File: src/rtl/lsu_wb_stage.sv
`default_nettype none
// ============================================================================
// Module   : lsu_wb_stage
// Purpose  : RV32 memory-access / writeback stage: retires ALU results, runs
//            load/store bus transactions and drives the register-file port.
// Revision : 1.0 - initial release
// ============================================================================
module lsu_wb_stage #(
    parameter int ADDR_W = 32
) (
    input  logic              clk,
    input  logic              rst_n,
    input  logic              ex_valid,
    input  logic [4:0]        ex_rd,
    input  logic              ex_rd_wen,
    input  logic              ex_is_load,
    input  logic              ex_is_store,
    input  logic [2:0]        ex_funct3,
    input  logic [31:0]       ex_result,
    input  logic [31:0]       ex_store_data,
    output logic              stall,
    output logic              mem_req,
    output logic              mem_we,
    output logic [ADDR_W-1:0] mem_addr,
    output logic [3:0]        mem_be,
    output logic [31:0]       mem_wdata,
    input  logic              mem_gnt,
    input  logic              mem_rvalid,
    input  logic [31:0]       mem_rdata,
    output logic              wen,
    output logic [4:0]        wraddr,
    output logic [31:0]       wrdata,
    output logic              access_err
);

    typedef enum logic [1:0] {
        S_IDLE = 2'd0,
        S_REQ  = 2'd1,
        S_WAIT = 2'd2
    } state_t;

    localparam logic [1:0] c_SIZE_B = 2'b00;
    localparam logic [1:0] c_SIZE_H = 2'b01;
    localparam logic [1:0] c_SIZE_W = 2'b10;

    state_t r_state;
    state_t w_state_nxt;

    logic              r_mem_req;
    logic              r_mem_we;
    logic [ADDR_W-1:0] r_mem_addr;
    logic [3:0]        r_mem_be;
    logic [31:0]       r_mem_wdata;
    logic              r_wen;
    logic [4:0]        r_wraddr;
    logic [31:0]       r_wrdata;
    logic              r_access_err;

    // Context of the outstanding load, kept for the writeback cycle
    logic [2:0]        r_ld_funct3;
    logic [1:0]        r_ld_off;
    logic [4:0]        r_rd;
    logic              r_rd_wen;
    logic              r_is_load;

    logic              w_accept;
    logic              w_is_load;
    logic              w_is_store;
    logic              w_is_mem;
    logic [1:0]        w_size;
    logic              w_illegal;
    logic              w_misaligned;
    logic              w_err;
    logic              w_mem_start;
    logic              w_granted;
    logic              w_done;
    logic [3:0]        w_be;
    logic [31:0]       w_wdata;
    logic [ADDR_W-1:0] w_addr_aligned;
    logic [7:0]        w_ld_byte;
    logic [15:0]       w_ld_half;
    logic [31:0]       w_ld_data;

    // ------------------------------------------------------------------
    // Instruction decode at the accept point
    // ------------------------------------------------------------------
    assign w_accept     = (r_state == S_IDLE) && ex_valid;
    assign w_is_load    = ex_is_load;
    assign w_is_store   = ex_is_store && !ex_is_load;
    assign w_is_mem     = w_is_load || w_is_store;
    assign w_size       = ex_funct3[1:0];
    assign w_illegal    = w_is_load ? ((ex_funct3 == 3'b011) || (ex_funct3[2:1] == 2'b11))
                                    : (ex_funct3 > 3'b010);
    assign w_misaligned = ((w_size == c_SIZE_H) && ex_result[0]) ||
                          ((w_size == c_SIZE_W) && (ex_result[1:0] != 2'b00));
    assign w_err        = w_is_mem && (w_illegal || w_misaligned);
    assign w_mem_start  = w_accept && w_is_mem && !w_err;

    assign w_addr_aligned = ADDR_W'({ex_result[31:2], 2'b00});
    assign w_granted      = (r_state == S_REQ) && r_mem_req && mem_gnt;
    assign w_done         = (r_state == S_WAIT) && mem_rvalid;

    // Byte-lane formatting shared by loads and stores
    always_comb begin
        w_be    = 4'b1111;
        w_wdata = ex_store_data;
        case (w_size)
            c_SIZE_B: begin
                w_be    = 4'b0001 << ex_result[1:0];
                w_wdata = {4{ex_store_data[7:0]}};
            end
            c_SIZE_H: begin
                w_be    = ex_result[1] ? 4'b1100 : 4'b0011;
                w_wdata = {2{ex_store_data[15:0]}};
            end
            default: begin
                w_be    = 4'b1111;
                w_wdata = ex_store_data;
            end
        endcase
    end

    // Load lane extraction and sign/zero extension
    always_comb begin
        w_ld_byte = mem_rdata[7:0];
        case (r_ld_off)
            2'd0:    w_ld_byte = mem_rdata[7:0];
            2'd1:    w_ld_byte = mem_rdata[15:8];
            2'd2:    w_ld_byte = mem_rdata[23:16];
            default: w_ld_byte = mem_rdata[31:24];
        endcase
        w_ld_half = r_ld_off[1] ? mem_rdata[31:16] : mem_rdata[15:0];
        case (r_ld_funct3)
            3'b000:  w_ld_data = {{24{w_ld_byte[7]}}, w_ld_byte};
            3'b001:  w_ld_data = {{16{w_ld_half[15]}}, w_ld_half};
            3'b100:  w_ld_data = {24'd0, w_ld_byte};
            3'b101:  w_ld_data = {16'd0, w_ld_half};
            default: w_ld_data = mem_rdata;
        endcase
    end

    // ------------------------------------------------------------------
    // FSM
    // ------------------------------------------------------------------
    always_ff @(posedge clk or negedge rst_n) begin
        if (!rst_n) begin
            r_state <= S_IDLE;
        end else begin
            r_state <= w_state_nxt;
        end
    end

    always_comb begin
        w_state_nxt = r_state;
        case (r_state)
            S_IDLE: if (w_mem_start) w_state_nxt = S_REQ;
            S_REQ:  if (w_granted)   w_state_nxt = S_WAIT;
            S_WAIT: if (w_done)      w_state_nxt = S_IDLE;
            default:                 w_state_nxt = S_IDLE;
        endcase
    end

    // ------------------------------------------------------------------
    // Bus request, writeback and error registers
    // ------------------------------------------------------------------
    always_ff @(posedge clk or negedge rst_n) begin
        if (!rst_n) begin
            r_mem_req    <= 1'b0;
            r_mem_we     <= 1'b0;
            r_mem_addr   <= '0;
            r_mem_be     <= 4'd0;
            r_mem_wdata  <= 32'd0;
            r_wen        <= 1'b0;
            r_wraddr     <= 5'd0;
            r_wrdata     <= 32'd0;
            r_access_err <= 1'b0;
            r_ld_funct3  <= 3'd0;
            r_ld_off     <= 2'd0;
            r_rd         <= 5'd0;
            r_rd_wen     <= 1'b0;
            r_is_load    <= 1'b0;
        end else begin
            r_wen        <= 1'b0;
            r_access_err <= 1'b0;

            if (w_accept) begin
                if (!w_is_mem) begin
                    r_wen    <= ex_rd_wen && (ex_rd != 5'd0);
                    r_wraddr <= ex_rd;
                    r_wrdata <= ex_result;
                end else if (w_err) begin
                    r_access_err <= 1'b1;
                end else begin
                    r_mem_req   <= 1'b1;
                    r_mem_we    <= w_is_store;
                    r_mem_addr  <= w_addr_aligned;
                    r_mem_be    <= w_be;
                    r_mem_wdata <= w_wdata;
                    r_ld_funct3 <= ex_funct3;
                    r_ld_off    <= ex_result[1:0];
                    r_rd        <= ex_rd;
                    r_rd_wen    <= ex_rd_wen && (ex_rd != 5'd0);
                    r_is_load   <= w_is_load;
                end
            end

            if (w_granted) begin
                r_mem_req <= 1'b0;
            end

            // Writes to x0 were already filtered into r_rd_wen at accept
            if (w_done && r_is_load) begin
                r_wen    <= r_rd_wen;
                r_wraddr <= r_rd;
                r_wrdata <= w_ld_data;
            end
        end
    end

    assign stall      = (r_state != S_IDLE);
    assign mem_req    = r_mem_req;
    assign mem_we     = r_mem_we;
    assign mem_addr   = r_mem_addr;
    assign mem_be     = r_mem_be;
    assign mem_wdata  = r_mem_wdata;
    assign wen        = r_wen;
    assign wraddr     = r_wraddr;
    assign wrdata     = r_wrdata;
    assign access_err = r_access_err;

endmodule
`default_nettype wire

File: config.mk
export PLATFORM = sky130hd
export DESIGN_NAME = lsu_wb_stage
export DESIGN_NICKNAME = d
export VERILOG_FILES = /design/src/rtl/lsu_wb_stage.sv
export SDC_FILE = /design/constraint.sdc
export NUM_CORES = 1
export LEC_CHECK = 0
export CAP_MARGIN = 20
export CORE_ASPECT_RATIO = 0.5
export CORE_MARGIN = 2
export CORE_UTILIZATION = 37
export CTS_BUF_LIST = sky130_fd_sc_hd__clkbuf_4 sky130_fd_sc_hd__clkbuf_8
export DETAILED_ROUTE_END_ITERATION = 6
export GPL_TIMING_DRIVEN = 0
export PLACE_DENSITY = 0.77
export SYNTH_ARGS = -nofsm -noshare
export SYNTH_HDL_FRONTEND = slang
export SYNTH_SLANG_ARGS = --single-unit
File: constraint.sdc
create_clock -name clk -period 3.8 [get_ports clk]
set_input_delay 0.76 -clock clk [delete_from_list [all_inputs] [get_ports clk]]
set_output_delay 0.76 -clock clk [all_outputs]
set_load 0.01 [all_outputs]
* After elaboration in Yosys (flattened, before gate mapping)
Cells that the tools add are included.
Storage, ports and cells: register bits 121, bits of input ports 112
Operators by class: equality and inequality tests 16, bitwise logic cells 1, reductions and logical operators 32, shift operators 1, mux-type cells 27, $lt $le $gt $ge 1
Operators with widths (number):
- 32-bit one-hot mux with 4 select lines | 1
- 32-bit 2-to-1 mux | 3
- 32-bit one-hot mux with 2 select lines | 1
- 8-bit one-hot mux with 3 select lines | 1
- 16-bit 2-to-1 mux | 1
- 5-bit 2-to-1 mux | 3
- 1-bit logical AND | 12
- 1-bit 2-to-1 mux | 11
- 2-bit nonzero test | 5
- 3-bit AND reduction | 3
- 2-bit == test, second input constant | 4
- 4-bit one-hot mux with 2 select lines | 1
- 2-bit by 1-bit == test with 1-bit output, second input constant | 3
- 3-bit == test, second input constant | 2
- 2-bit zero test | 3
- 2-bit 2-to-1 mux | 3
- 2-bit != test, second input constant | 3
- 2-bit one-hot mux with 3 select lines | 1
- 5-bit nonzero test | 1
- 1-bit logical OR | 4
- 4-bit 2-to-1 mux | 1
- 2-bit by 1-bit != test with 1-bit output, second input constant | 2
- 1-bit by 2-bit left shift with 4-bit output, first input constant | 1
- 3-bit by 1-bit == test with 1-bit output, second input constant | 1
- 6 further kinds | 7

* Logic depth before layout (Yosys ltp)
word-level depth 9, mapped depth 6, depth with buffers taken out 4

* Least setup slack after synthesis
No wires, ideal clock.
kind input to register, start point input port ex_funct3[0], end point register r_mem_addr[24], in the netlist mem_addr[24], arrival 1.824 ns, stages 6, path buffers 2, required time 3.672 ns, setup time 0.128 ns, path slack 1.849 ns, cells stage by stage nor2_1 > a22o_1 > nor2b_1 > buf_6 > buf_4 > mux2_1
Between the ends: longest elaborated chain between the ends 7, elaborated cells between the ends (all ways) 13, classes of those cells order compare: 1; eq/ne: 3; mux: 1; bitwise: 1; reduce/logical: 7
RTL lines:
- start, declared | RTL line 18 | input logic [2:0] ex_funct3,
- parallel branches: the longest is 3 deep, another holds 3-bit by 2-bit > comparator with 1-bit output
- 1-bit logical OR (*) | RTL line 96 | assign w_err = w_is_mem && (w_illegal || w_misaligned);
- 1-bit logical AND (*) | RTL line 96
- 1-bit NOT (no source line) (*)
- 3-bit AND reduction (no source line) (*)
- end signal, assigned | RTL line 196 | r_mem_addr <= w_addr_aligned;
- end, declared | RTL line 51 | logic [ADDR_W-1:0] r_mem_addr;
Mark *: on every way between the ends. A chain may end at the register's enable or synchronous reset.

* Worst setup path in the final report
start point register r_state[0], end point output port stall
Between the ends: longest elaborated chain between the ends 1
RTL lines:
- start, declared | RTL line 46 | state_t r_state;
- start signal, assigned | RTL line 149 | r_state <= w_state_nxt;
- 2-bit nonzero test | RTL line 220 | assign stall = (r_state != S_IDLE);
- end, declared | RTL line 21 | output logic stall,
Every way passes these cells.

==> impl_results.md <==
- Ys async rst share: 100%
- Largest stage delay on the critical path: 0.49 ns
- Top cell family by delay on the critical path: buffers and inverters
- Post-Route Utilization: 58.5%
- Synth cell types: 42
- CTS H-tree lvls: 4
- Simple-Gate Fraction of Synth Area: 7.52%
- Core area: 14700 sq um
- Starting density of the core: 38.5%
- Reg area: 3030 sq um
- Core Rows: 31
- Compound-Gate Fraction of Synth Area: 10.6%
- Max-cap violation count: 0
- Status: complete, but fails checks
- N_diodes: 0
- Post-CTS Resized: 0
- Pre-CTS setup slack: 1.05 ns
- CTS tree: yes
- Post-synthesis adder-cell area fraction: 0%
- Failing checks: DRC
- R2R Setup Slk: 1.85 ns
- Iteration count of the initial detailed-routing pass: 7
- Count of final setup violators: 0
- PwrDens: 753 nW/um^2
- Crit-path cells: or2_2 -> clkdlybuf4s50_1
- Hold Vio Cnt, Final: 0
- Initial antenna violation count: 0
- Top_reg_cell synth: dfrtp_1
- Skew-Pair Late Insertion Delay: 0.43 ns
- Detailed Place HPWL: 13.1 mm
- Clk sinks: 121
- First-pass GRT wire length: 27.4 mm
- Fin crit period: 2.41 ns
- Commonest non-fill, non-tap cell in the layout: clkdlybuf4s50_1
- Total Power: 0.00648 W
- DR vias/cell: 5.26
- Largest family of logic cells by synthesized area: multiplexers
- Slew of the pin with the lowest slew margin: 0.862 ns
- Routability congestion estimate: 0.805
- Max Fclk: 415 MHz
- Data required, critical path: 3.04 ns
- Ports: 222
- Number of flops mapped to enable cells by yosys: 0
- Via count: 4751
- Proportion of synthesized area in mux cells: 24.7%
- Slew Limit Fails: 0
- Critical path peak fanout: 7
- Synth Instances: 453
- Hold Crit Class: input pin to asynchronous set/reset pin
- ANT nets after route: 0
- Fin worst setup slack: 1.39 ns
- # Post-CTS Setup Buffers: 0
- WS Path Type: register to output pin
- Nets: 805
- Setup TNS Final: 0 ns
- Mapped cell area: 5660 sq um
- Post-route design area: 8610 sq um
- Die Height: 91.5 microns
- GRT overflow: 0
- RSZ-0062 raised after global routing: false
- IR drop worst, VDD: 0.346 mV
- Drt drc: 2
- Synth Register Bits: 121
- CTS clk-pin slew, worst paths: 0.07 ns
- Clock root cell: clkbuf_8
- Total track usage: 22.2%
- Bufs and invs on worst path: 1
- Syn Area/Cell: 12.5 sq um
- I/O Buffers: 219
- Reg-to-reg startpoint: r_state[0]$_DFFE_PN0P_
- Dpl cell area: 8130 sq um
- Skew final: 0.0147 ns
- Final WL: 17.9 mm
- Footprint of the multi-input gates: 2430 sq um
- Crit path launch type: register
- # hold bufs at CTS: 0
- Fin crit share: 63.4%
- Wire per inst: 19.8 microns
- Commonest cells after routing, fill and taps aside: 218 x clkdlybuf4s50_1, 121 x dfrtp_1, 75 x mux2_1
- Die ar.: 16400 sq um
- Reg2reg end: wrdata[31]$_DFFE_PN0P_
- Rel. slew slack: 42.3%
- Fill cells: 1214
- XOR/XNOR share of the synthesized area: 0%
- Largest net degree at the start of global routing: 97
- Number of global-route vias before repair: 4917
- Layout cells sized above 1: 12.3%
- CTS Buf Count: 17
- Die Width: 179 microns
- Initial DRC Count: 295
- CP max stage cell: clkdlybuf4s50_1
- CP arrival: 1.65 ns
- Syn. warnings: 0
- Sequential share of the synthesized area: 53.5%
- CP endpoint kind: output pin
- Area grow syn2layout: 52.1%
- Static leakage: 3.67 nW
- R2R cell count: 6
- Max clock buf depth: 2
-- worst max-delay path by stage --
stage                      startpoint                   endpoint  slack [ns]  depth (start not counted)
2_1_floorplan            ex_funct3[0]   mem_addr[24]$_DFFE_PN0P_        1.85                          6
3_3_place_gp                    rst_n    mem_addr[4]$_DFFE_PN0P_       -2.94                          1
3_5_place_dp             ex_funct3[1]  mem_wdata[12]$_DFFE_PN0P_        1.05                          4
4_1_cts        r_state[0]$_DFFE_PN0P_                      stall        1.37                          2
5_1_grt        r_state[1]$_DFFE_PN0P_                      stall        1.32                          2
6_report       r_state[0]$_DFFE_PN0P_                      stall        1.39                          2
-- routing by layer --
layer  vias up  global-route usage, %  part of all wire (%)
met3        41                   5.32                   5.8
met5         -                      0                     0
met1      2370                   28.5                    43
met4         0                   8.67                   2.9
li1       2153                      -                     -
met2       187                   36.3                    49
-- through the flow --
step | cells | hold WS, ns
after CTS | 903 | 0.177
after global placement | 871 | 0.464
after detailed placement | 872 | 0.467
after global routing | 903 | 0.175
final | 903 | 0.188
after floorplan | 454 | 0.459
-- cells by family after synthesis --
kind of cell,Yosys count
compound gates,80
buf+inv,37
flops,121
mux,126
other cells,1
simple gates,88
-- registers in the layout (all words and copies together), names as in the netlist, 2 cells and up --
register and count:
mem_addr 30, mem_be 4, mem_wdata 32, r_ld_funct3 3
r_ld_off 2, r_rd 5, r_state 2, wraddr 5
wrdata 32
-- where the power goes --
group	leakage, nW	switching (W)	internal, W	total [W]
combinational	1.99	0.00118	0.00164	0.00282
sequential	1.45	0.000358	0.00192	0.00227
clock	0.240	0.000523	0.000870	0.00139
total	3.67	0.00206	0.00442	0.00648
-- Yosys cell counts (2+ instances only) --
cell,number,area (sq um)
a222oi_1,16,160
dfrtp_1,121,3030
a211oi_1,8,60.1
buf_1,2,7.51
buf_6,2,22.5
mux2_2,24,270
nand2b_1,10,62.6
nor2b_1,8,50.1
buf_4,11,82.6
o21bai_1,4,30.0
nor2_1,7,26.3
o22ai_1,16,100
nor3_1,9,45.0
inv_1,5,18.8
a21oi_1,4,20.0
and2_1,3,18.8
clkbuf_1,8,30.0
o21ai_0,16,80.1
nand2_1,45,169
mux2i_1,26,260
mux2_1,75,845
nand4b_1,2,17.5
a22oi_1,5,37.5
buf_2,8,40.0
-- final cells by class --
class,instances,area share [%]
sequential,121,35.2
multi-input combinational,296,28.2
clock inverter,7,1.89
inverter,5,0.218
tap,198,2.88
buffer,32,2.18
clock buffer,24,3.62
timing repair buffer,220,25.8
-- worst reg2reg max path, delay by kind of cell (launching register included) --
family | cells | cell delay (ns)
buffers and inverters | 2 | 0.72
and+or+nand+nor | 3 | 0.58
DFF | 1 | 0.44
AOI/OAI and AO/OA | 1 | 0.15
Note: power is estimated with default switching activity, not from simulation.
